**src/rtl/mult_serial_host.sv**
```systemverilog
// Host for the bit-serial multiplier: operand in, LSB-first serial run, parallel product out; `MULT_HOST_FLUSH_EN adds a post-reset zero drain.
// Product valid 2*WIDTH+1 cycles after the start handshake; DONE holds product until result_ready, start_ready only in IDLE.
module mult_serial_host #(
    parameter int WIDTH = 16
) (
    input  logic               clock,
    input  logic               reset,
    input  logic               start_valid,
    output logic               start_ready,
    input  logic [WIDTH-1:0]   op_a,
    input  logic [WIDTH-1:0]   op_b,
    output logic [WIDTH-1:0]   mcand,
    output logic               ser_bit,
    input  logic               ser_prod,
    output logic               result_valid,
    input  logic               result_ready,
    output logic [2*WIDTH-1:0] product,
    output logic               busy
);

    localparam int CW = $clog2(2 * WIDTH);
    localparam logic [CW-1:0] LAST = CW'(2 * WIDTH - 1);

    typedef enum logic [1:0] {FLUSH, IDLE, RUN, DONE} state_t;

`ifdef MULT_HOST_FLUSH_EN
    localparam state_t RST_STATE = FLUSH;
`else
    localparam state_t RST_STATE = IDLE;
`endif

    state_t             state_q, state_d;
    logic [CW-1:0]      cnt_q, cnt_d;
    logic [WIDTH-1:0]   mcand_q, mcand_d;
    logic [WIDTH-1:0]   b_sr_q, b_sr_d;
    logic               ser_bit_q, ser_bit_d;
    logic [2*WIDTH-1:0] product_q, product_d;
    logic               result_valid_q, result_valid_d;
    logic               start_ready_q, start_ready_d;
    logic               busy_q, busy_d;

    always_comb begin
        state_d        = state_q;
        cnt_d          = cnt_q;
        mcand_d        = mcand_q;
        b_sr_d         = b_sr_q;
        ser_bit_d      = ser_bit_q;
        product_d      = product_q;
        result_valid_d = result_valid_q;
        case (state_q)
`ifdef MULT_HOST_FLUSH_EN
            FLUSH: begin
                mcand_d   = '0;
                ser_bit_d = 1'b0;
                if (cnt_q == LAST) begin
                    cnt_d   = '0;
                    state_d = IDLE;
                end else begin
                    cnt_d = cnt_q + CW'(1);
                end
            end
`endif
            IDLE: begin
                if (start_valid && start_ready_q) begin
                    mcand_d   = op_a;
                    b_sr_d    = {1'b0, op_b[WIDTH-1:1]};
                    ser_bit_d = op_b[0];
                    cnt_d     = '0;
                    state_d   = RUN;
                end
            end
            RUN: begin
                // Zeros shifted into b_sr make the second half of the run a drain.
                product_d = {ser_prod, product_q[2*WIDTH-1:1]};
                ser_bit_d = b_sr_q[0];
                b_sr_d    = b_sr_q >> 1;
                if (cnt_q == LAST) begin
                    cnt_d     = '0;
                    ser_bit_d = 1'b0;
                    mcand_d   = '0;
                    state_d   = DONE;
                end else begin
                    cnt_d = cnt_q + CW'(1);
                end
            end
            DONE: begin
                if (result_valid_q && result_ready) begin
                    result_valid_d = 1'b0;
                    state_d        = IDLE;
                end else begin
                    result_valid_d = 1'b1;
                end
            end
            default: state_d = RST_STATE;
        endcase
        start_ready_d = (state_d == IDLE);
        busy_d        = (state_d == FLUSH) || (state_d == RUN);
    end

    always_ff @(posedge clock) begin
        if (reset) begin
            state_q        <= RST_STATE;
            cnt_q          <= '0;
            mcand_q        <= '0;
            b_sr_q         <= '0;
            ser_bit_q      <= 1'b0;
            product_q      <= '0;
            result_valid_q <= 1'b0;
            start_ready_q  <= (RST_STATE == IDLE);
            busy_q         <= (RST_STATE == FLUSH);
        end else begin
            state_q        <= state_d;
            cnt_q          <= cnt_d;
            mcand_q        <= mcand_d;
            b_sr_q         <= b_sr_d;
            ser_bit_q      <= ser_bit_d;
            product_q      <= product_d;
            result_valid_q <= result_valid_d;
            start_ready_q  <= start_ready_d;
            busy_q         <= busy_d;
        end
    end

    assign start_ready  = start_ready_q;
    assign mcand        = mcand_q;
    assign ser_bit      = ser_bit_q;
    assign result_valid = result_valid_q;
    assign product      = product_q;
    assign busy         = busy_q;

endmodule

```
**config.mk**
```make
export PLATFORM = sky130hd
export DESIGN_NAME = mult_serial_host
export DESIGN_NICKNAME = d
export VERILOG_FILES = /design/src/rtl/mult_serial_host.sv
export SDC_FILE = /design/constraint.sdc
export NUM_CORES = 1
export LEC_CHECK = 0
export BUFFER_PORTS_ARGS = -buffer_cell sky130_fd_sc_hd__buf_2
export CORE_UTILIZATION = 45
export CTS_BUF_LIST = sky130_fd_sc_hd__clkbuf_8
export CTS_CLUSTER_SIZE = 14
export DETAILED_ROUTE_END_ITERATION = 6
export PLACE_DENSITY = 0.72
export SYNTH_ARGS = -nofsm -noshare
export SYNTH_HDL_FRONTEND = slang
export SYNTH_SLANG_ARGS = --single-unit
export TNS_END_PERCENT = 10
```
**constraint.sdc**
```tcl
create_clock -name clock -period 2.35 [get_ports clock]
set_clock_uncertainty 0.05 [all_clocks]
set_input_delay 0.235 -clock clock [delete_from_list [all_inputs] [get_ports clock]]
set_output_delay 0.235 -clock clock [all_outputs]
set_load 0.02 [all_outputs]
```
==> results_dict.tcl, run 1 <==
set metrics [dict create \
    p_per_area_mw_per_mm2 781 \
    stdcell_area_mm2 0.00350 \
    numCtsBuffers 9 \
    worstSetupStartpointType "flip-flop" \
    grt_pass1_vias 2236 \
    min_period_ns 1.95 \
    htreeDepth 3 \
    swShare_pct 25.5 \
    p_leak_nw 1.49 \
    rsz0062_at_grt "no" \
    cts-resized-gates 0 \
    cp-end-kind "flip-flop" \
    root_buffer "clkbuf_8" \
    share_comb_of_total_power_pct 11.7 \
    clk_pin_slew_worst_paths_ns 0.08 \
    utilization_pct 58.8 \
    synth-edff-count 0 \
    cts_tree "built" \
    synth.yosys.seq_area_share_pct 52.8 \
    dp_cells 489 \
    grt.overflow.total 0 \
    synth_simple_gate_area_share_pct 25.0 \
    grt_usage_pct 19.3 \
    critPathKind "flip-flop to flip-flop" \
    via_per_inst 5.13 \
    yosys-top-cells-area "dfxtp_1, nand2_1, a21oi_1" \
    synth-seq-cells 74 \
    internal_power_mw 2.04 \
    synth_mux_area_share_pct 0 \
    start_util_pct 47.1 \
    clockBufferDepth 2 \
    finalSetupTns_ns 0 \
    stdcell_count 505 \
    dieArea_mm2 0.00656 \
    ys_warn_count 0 \
    cap_violations 0 \
    yosysMostFrequentCell "nand2_1" \
    wire_per_inst_um 11.9 \
    slew_headroom_pct 43.2 \
    path_cells "ha_1 -> and3_1 -> ha_1 -> nand3b_1 -> nand3_1 -> a21oi_1" \
    portBuffers 88 \
    diodes 0 \
    ir_drop_v 0.000409 \
    place_area_mm2 0.00328 \
    switching_power_mw 0.696 \
    die_width_um 81.0 \
    cp_common_cell "ha_1" \
    core-area_mm2 0.00596 \
    crit_path_max_fanout 16 \
    synth_area_mm2 0.00281 \
    synthAdderAreaFrac_pct 0.891 \
    synth_cells 348 \
    std_cell_rows 28 \
    status "finished, final reports clean" \
    synth_top_cell_area_share_pct 52.8 \
    syn_to_final_growth_pct 24.6 \
    finalCritPeriodShare_pct 83.0 \
    drt_first_iter_violations 105 \
    setup_viol 0 \
    hold_viol 0 \
    hpwl_mm 3.96 \
    avgSynthCellArea_um2 8.07 \
    synth-xor-area-share_pct 0 \
    critPathMaxStageDelay_ns 0.46 \
    clkPwrFrac_pct 38.7 \
    num-fill-cells 574 \
    layout-drive-gt1-share_pct 26.7 \
    fmax_ghz 0.513 \
    synth_top_family_by_area "simple AND/OR/NAND/NOR gates" \
    dr.pass1.iters 4 \
    holdWs_ns 0.0802 \
    multiInputGateArea_mm2 0.00118 \
    synth_compound_area_share_pct 15.8 \
    io_pins 89 \
    slew_viol_final 0 \
    synthFlopType "dfxtp_1" \
    clk_latency_ns 0.33 \
    grt_pass1_wl_mm 9.73 \
    arrival_ns 2.08 \
    hold_path_class "primary input to flip-flop" \
    hold_buffers 0 \
    die_h_um 81.0 \
    seqPwrFrac_pct 49.6 \
    ant_nets 0 \
    ys_async_sr_fraction_pct 0 \
    wl_mm 6.01 \
    grt_max_degree 48 \
    gp_congestion 0.702 \
    antenna_found_initial 0 \
    syn-num-nets 387 \
    nets 464 \
    worst_slew_pin_slew_ns 0.852 \
    critPathRequiredTime_ns 2.48 \
    synth_commonest_cells "nand2_1, dfxtp_1, a21oi_1" \
    seq_area_mm2 0.00148 \
    cp_slowest_cell "nand3b_1" \
    vias 2593 \
    cp_num_buf_inv 0 \
    post_cts_buffers 0 \
    path_delay_family "simple AND/OR/NAND/NOR gates" \
    ys_types 27 \
    clock-sinks 74 \
    yosys.area.top_type "dfxtp_1" \
    drc 0 \
]
## layout by cell type, fill, tap and decap left out
cell type and count:
clkinv_2 1, dfxtp_1 74, a31oi_1 1, clkinv_4 3
a21o_1 1, nor3_1 1, nand2b_2 1, clkbuf_8 9
nand2_1 114, nor3b_2 1, nor2_1 16, a41oi_1 1
buf_4 6, and3_1 1, a311oi_1 15, ha_1 2
a211oi_1 1, and4_1 1, and4b_1 1, nand3b_1 3
nand3_1 23, or2_2 1, nand2b_1 1, inv_1 2
bufinv_16 2, a21oi_1 55, nand4b_1 1, a22oi_1 1
buf_2 88, buf_12 2, nor2b_2 1
## worst min-delay path, cell delays in order
cell	delay (ns)
buf_2	0.09
nand2_1	0.05
a21oi_1	0.05
## path summary, 6_finish.rpt
kind / from / endpoint / slack [ns] / depth (start not counted)
worst min-delay path: op_a[8] / mcand[8]$_SDFFE_PP0P_ / 0.08 / 3
worst max register to register: cnt_q[0]$_SDFFE_PP0P_ / mcand[3]$_SDFFE_PP0P_ / 0.40 / 6
worst max-delay path: cnt_q[0]$_SDFFE_PP0P_ / mcand[3]$_SDFFE_PP0P_ / 0.40 / 6
worst min register to register: product[0]$_SDFFE_PP0P_ / product[0]$_SDFFE_PP0P_ / 0.40 / 2
## power groups by stage
stage	Sequential, mW	Clock [mW]	Combinational, mW
after global routing	1.36	1.15	0.354
after floorplan	1.42	0	0.188
final	1.36	1.06	0.319
after detailed placement	1.39	0	0.322
after CTS	1.36	1.09	0.323
after global placement	1.38	0	0.318
## per-layer routing
| layer | track usage (%) | vias to the layer above | routed length (um) |
|---|---|---|---|
| met5 | 0 | - | 0 |
| met4 | 7.68 | 0 | 45 |
| met3 | 5.62 | 5 | 342 |
| met2 | 30.9 | 61 | 2760 |
| met1 | 24.2 | 1201 | 2860 |
| li1 | - | 1326 | - |
## cells by family (layout without fill, tap and decap cells)
group                      count (synthesis)  in the layout
AOI/OAI and AO/OA                         75             75
adders and majority gates                  2              2
buffers and inverters                     31            113
DFF                                       74             74
and+or+nand+nor                          166            166
## sequential cells by signal, indices dropped and copies added (netlist names), 2 cells and up
register,cells
b_sr_q,15
cnt_q,5
mcand,16
product,32
state_q,2
## stage by stage
step	total power, mW	setup slack (ns)
2_1_floorplan	1.60	0.628
3_3_place_gp	1.70	0.462
3_5_place_dp	1.71	0.397
4_1_cts	2.77	0.396
5_1_grt	2.86	0.188
6_report	2.73	0.400
## cell type report
class                   instances  area share [%]
clock buffers                   9            3.54
clock inverters                 7            2.72
inverters                       1           0.107
multi-input cells             243            33.6
flip-flops and latches         74            42.3
well taps                      75            2.68
repair buffers                 96            15.0
No activity file was read; power rests on OpenSTA's default activity.
==> run 2, diff against run 1 <==
--- a/config.mk
+++ b/config.mk
@@ -10,7 +10,7 @@
 export CTS_BUF_LIST = sky130_fd_sc_hd__clkbuf_8
 export CTS_CLUSTER_SIZE = 14
 export DETAILED_ROUTE_END_ITERATION = 6
-export PLACE_DENSITY = 0.72
+export PLACE_DENSITY = 0.75
 export SYNTH_ARGS = -nofsm -noshare
 export SYNTH_HDL_FRONTEND = slang
 export SYNTH_SLANG_ARGS = --single-unit
==> constraint.sdc (replaced) <==
create_clock -name clock -period 1.74 [get_ports clock]
set_clock_uncertainty 0.05 [all_clocks]
set_input_delay 0.174 -clock clock [delete_from_list [all_inputs] [get_ports clock]]
set_output_delay 0.174 -clock clock [all_outputs]
set_load 0.02 [all_outputs]
==> run 2 against run 1 <==
Fmax is 18% higher. Global-route usage increased by 0.81 points. Critical path type unchanged. Sequential power increased by 35%. Largest cell class unchanged. First-iteration DRC count increased by 24%. Sequential share of layout area shrank 0.94 points.
==> results_dict.tcl, run 2 (synthesized netlist as in run 1, its figures left out) <==
set metrics [dict create \
    status "finished, final reports clean" \
    grt_max_degree 50 \
    die_h_um 81.0 \
    ir_drop_v 0.000436 \
    reg2reg_from "cnt_q[0]$_SDFFE_PP0P_" \
    p_leak_nw 1.53 \
    setup_viol 0 \
    grt_pass1_vias 2311 \
    wl_mm 6.17 \
    power.total_mw 3.43 \
    drc 0 \
    hold_viol 0 \
    grt_pass1_wl_mm 10.2 \
    gp_congestion 0.733 \
    htreeDepth 3 \
    largest_register_ffs 32 \
    holdWs_ns 0.0202 \
    diodes 0 \
    die_width_um 81.0 \
    slew_headroom_pct 65.7 \
    worstSetupStartpointType "flip-flop" \
    final_cell_mix "nand2_1, buf_2, dfxtp_1" \
    numCtsBuffers 9 \
    p_per_area_mw_per_mm2 957 \
    setup_slack_ns 0.0837 \
    clk_pin_slew_worst_paths_ns 0.08 \
    clk_latency_ns 0.33 \
    drt_first_iter_violations 130 \
    fmax_ghz 0.604 \
    start_util_pct 47.1 \
    core-area_mm2 0.00596 \
    antenna_found_initial 0 \
    hold_path_class "primary input to flip-flop" \
    wire_per_inst_um 11.9 \
    cts_tree "built" \
    io_pins 89 \
    worst_slew_pin_slew_ns 0.515 \
    startpoint "cnt_q[0]$_SDFFE_PP0P_" \
    clock-sinks 74 \
    pre_cts_ws_ns 0.00820 \
    std_cell_rows 28 \
    utilization_pct 60.1 \
    num-fill-cells 564 \
    vias 2629 \
    syn_to_final_growth_pct 27.6 \
    dieArea_mm2 0.00656 \
    dr.pass1.iters 4 \
    final_common_cell "nand2_1" \
    ant_nets 0 \
    min_period_ns 1.66 \
    layout-drive-gt1-share_pct 29.2 \
    cap_violations 0 \
    hp-start "op_a[2]" \
    place_area_mm2 0.00338 \
    finalCritPeriodShare_pct 95.2 \
    clockBufferDepth 2 \
    grt.overflow.total 0 \
    post_cts_buffers 0 \
    portBuffers 88 \
    critPathRequiredTime_ns 1.94 \
    via_per_inst 5.09 \
    hpwl_mm 4.03 \
    nets 476 \
    stdcell_area_mm2 0.00358 \
    crit_path_max_fanout 5 \
    cp-end-kind "flip-flop" \
    root_buffer "clkbuf_8" \
    grt_usage_pct 20.1 \
    arrival_ns 1.85 \
    slew_viol_final 0 \
    critPathKind "flip-flop to flip-flop" \
]
==> run 2: what timing repair did <==
action,4_1_cts,5_1_grt
hold buffers,2,0
setup endpoints to repair,1,14
resized for setup,0,4
pin swaps,1,2
gates cloned,0,0
hold endpoints to repair,2,0
==> run 2: area by class of cell <==
type	count	area (um^2)	share of cell area, %
clock inverters	6	33.8	0.943
inverters	1	3.75	0.105
well taps	75	93.8	2.62
flip-flops and latches	74	1480	41.4
multi-input cells	243	1180	33.1
clock buffers	10	138	3.84
repair buffers	108	646	18.0
==> run 2: metal layers <==
| metal | track usage [%] | up-vias | share of wire [%] | wire (um) |
|---|---|---|---|---|
| met3 | 4.72 | 12 | 4.9 | 301 |
| met1 | 25.5 | 1193 | 49 | 3000 |
| met2 | 32.0 | 72 | 44 | 2720 |
| li1 | - | 1352 | - | - |
| met5 | 0 | - | 0 | 0 |
| met4 | 9.64 | 0 | 2.2 | 137 |
==> run 2: final timing paths <==
check,end,slack [ns],cells after the start
setup / recovery,cnt_q[3]$_SDFFE_PP0P_,0.08,7
hold / removal,mcand[2]$_SDFFE_PP0P_,0.02,3
setup reg to reg,cnt_q[3]$_SDFFE_PP0P_,0.08,7
hold reg to reg,product[0]$_SDFFE_PP0P_,0.41,2
==> run 2: critical path: stages (launching register included) <==
cell and delay (ns):
dfxtp_2 0.32, ha_2 0.18, and3_1 0.19, ha_2 0.18, nor3b_2 0.21, buf_4 0.16
a41oi_1 0.12, a211oi_1 0.17
==> run 2: through the flow <==
stage | setup TNS, ns | std cells
final | 0 | 517
after global routing | -0.0266 | 517
after CTS | 0 | 517
after detailed placement | 0 | 499
after global placement | 0 | 499
after floorplan | 0 | 348
==> run 2: report_power, final <==
group / internal (mW) / switching (mW)
combinational: 0.189 / 0.272
clock: 0.543 / 0.594
sequential: 1.78 / 0.0514
total: 2.51 / 0.918
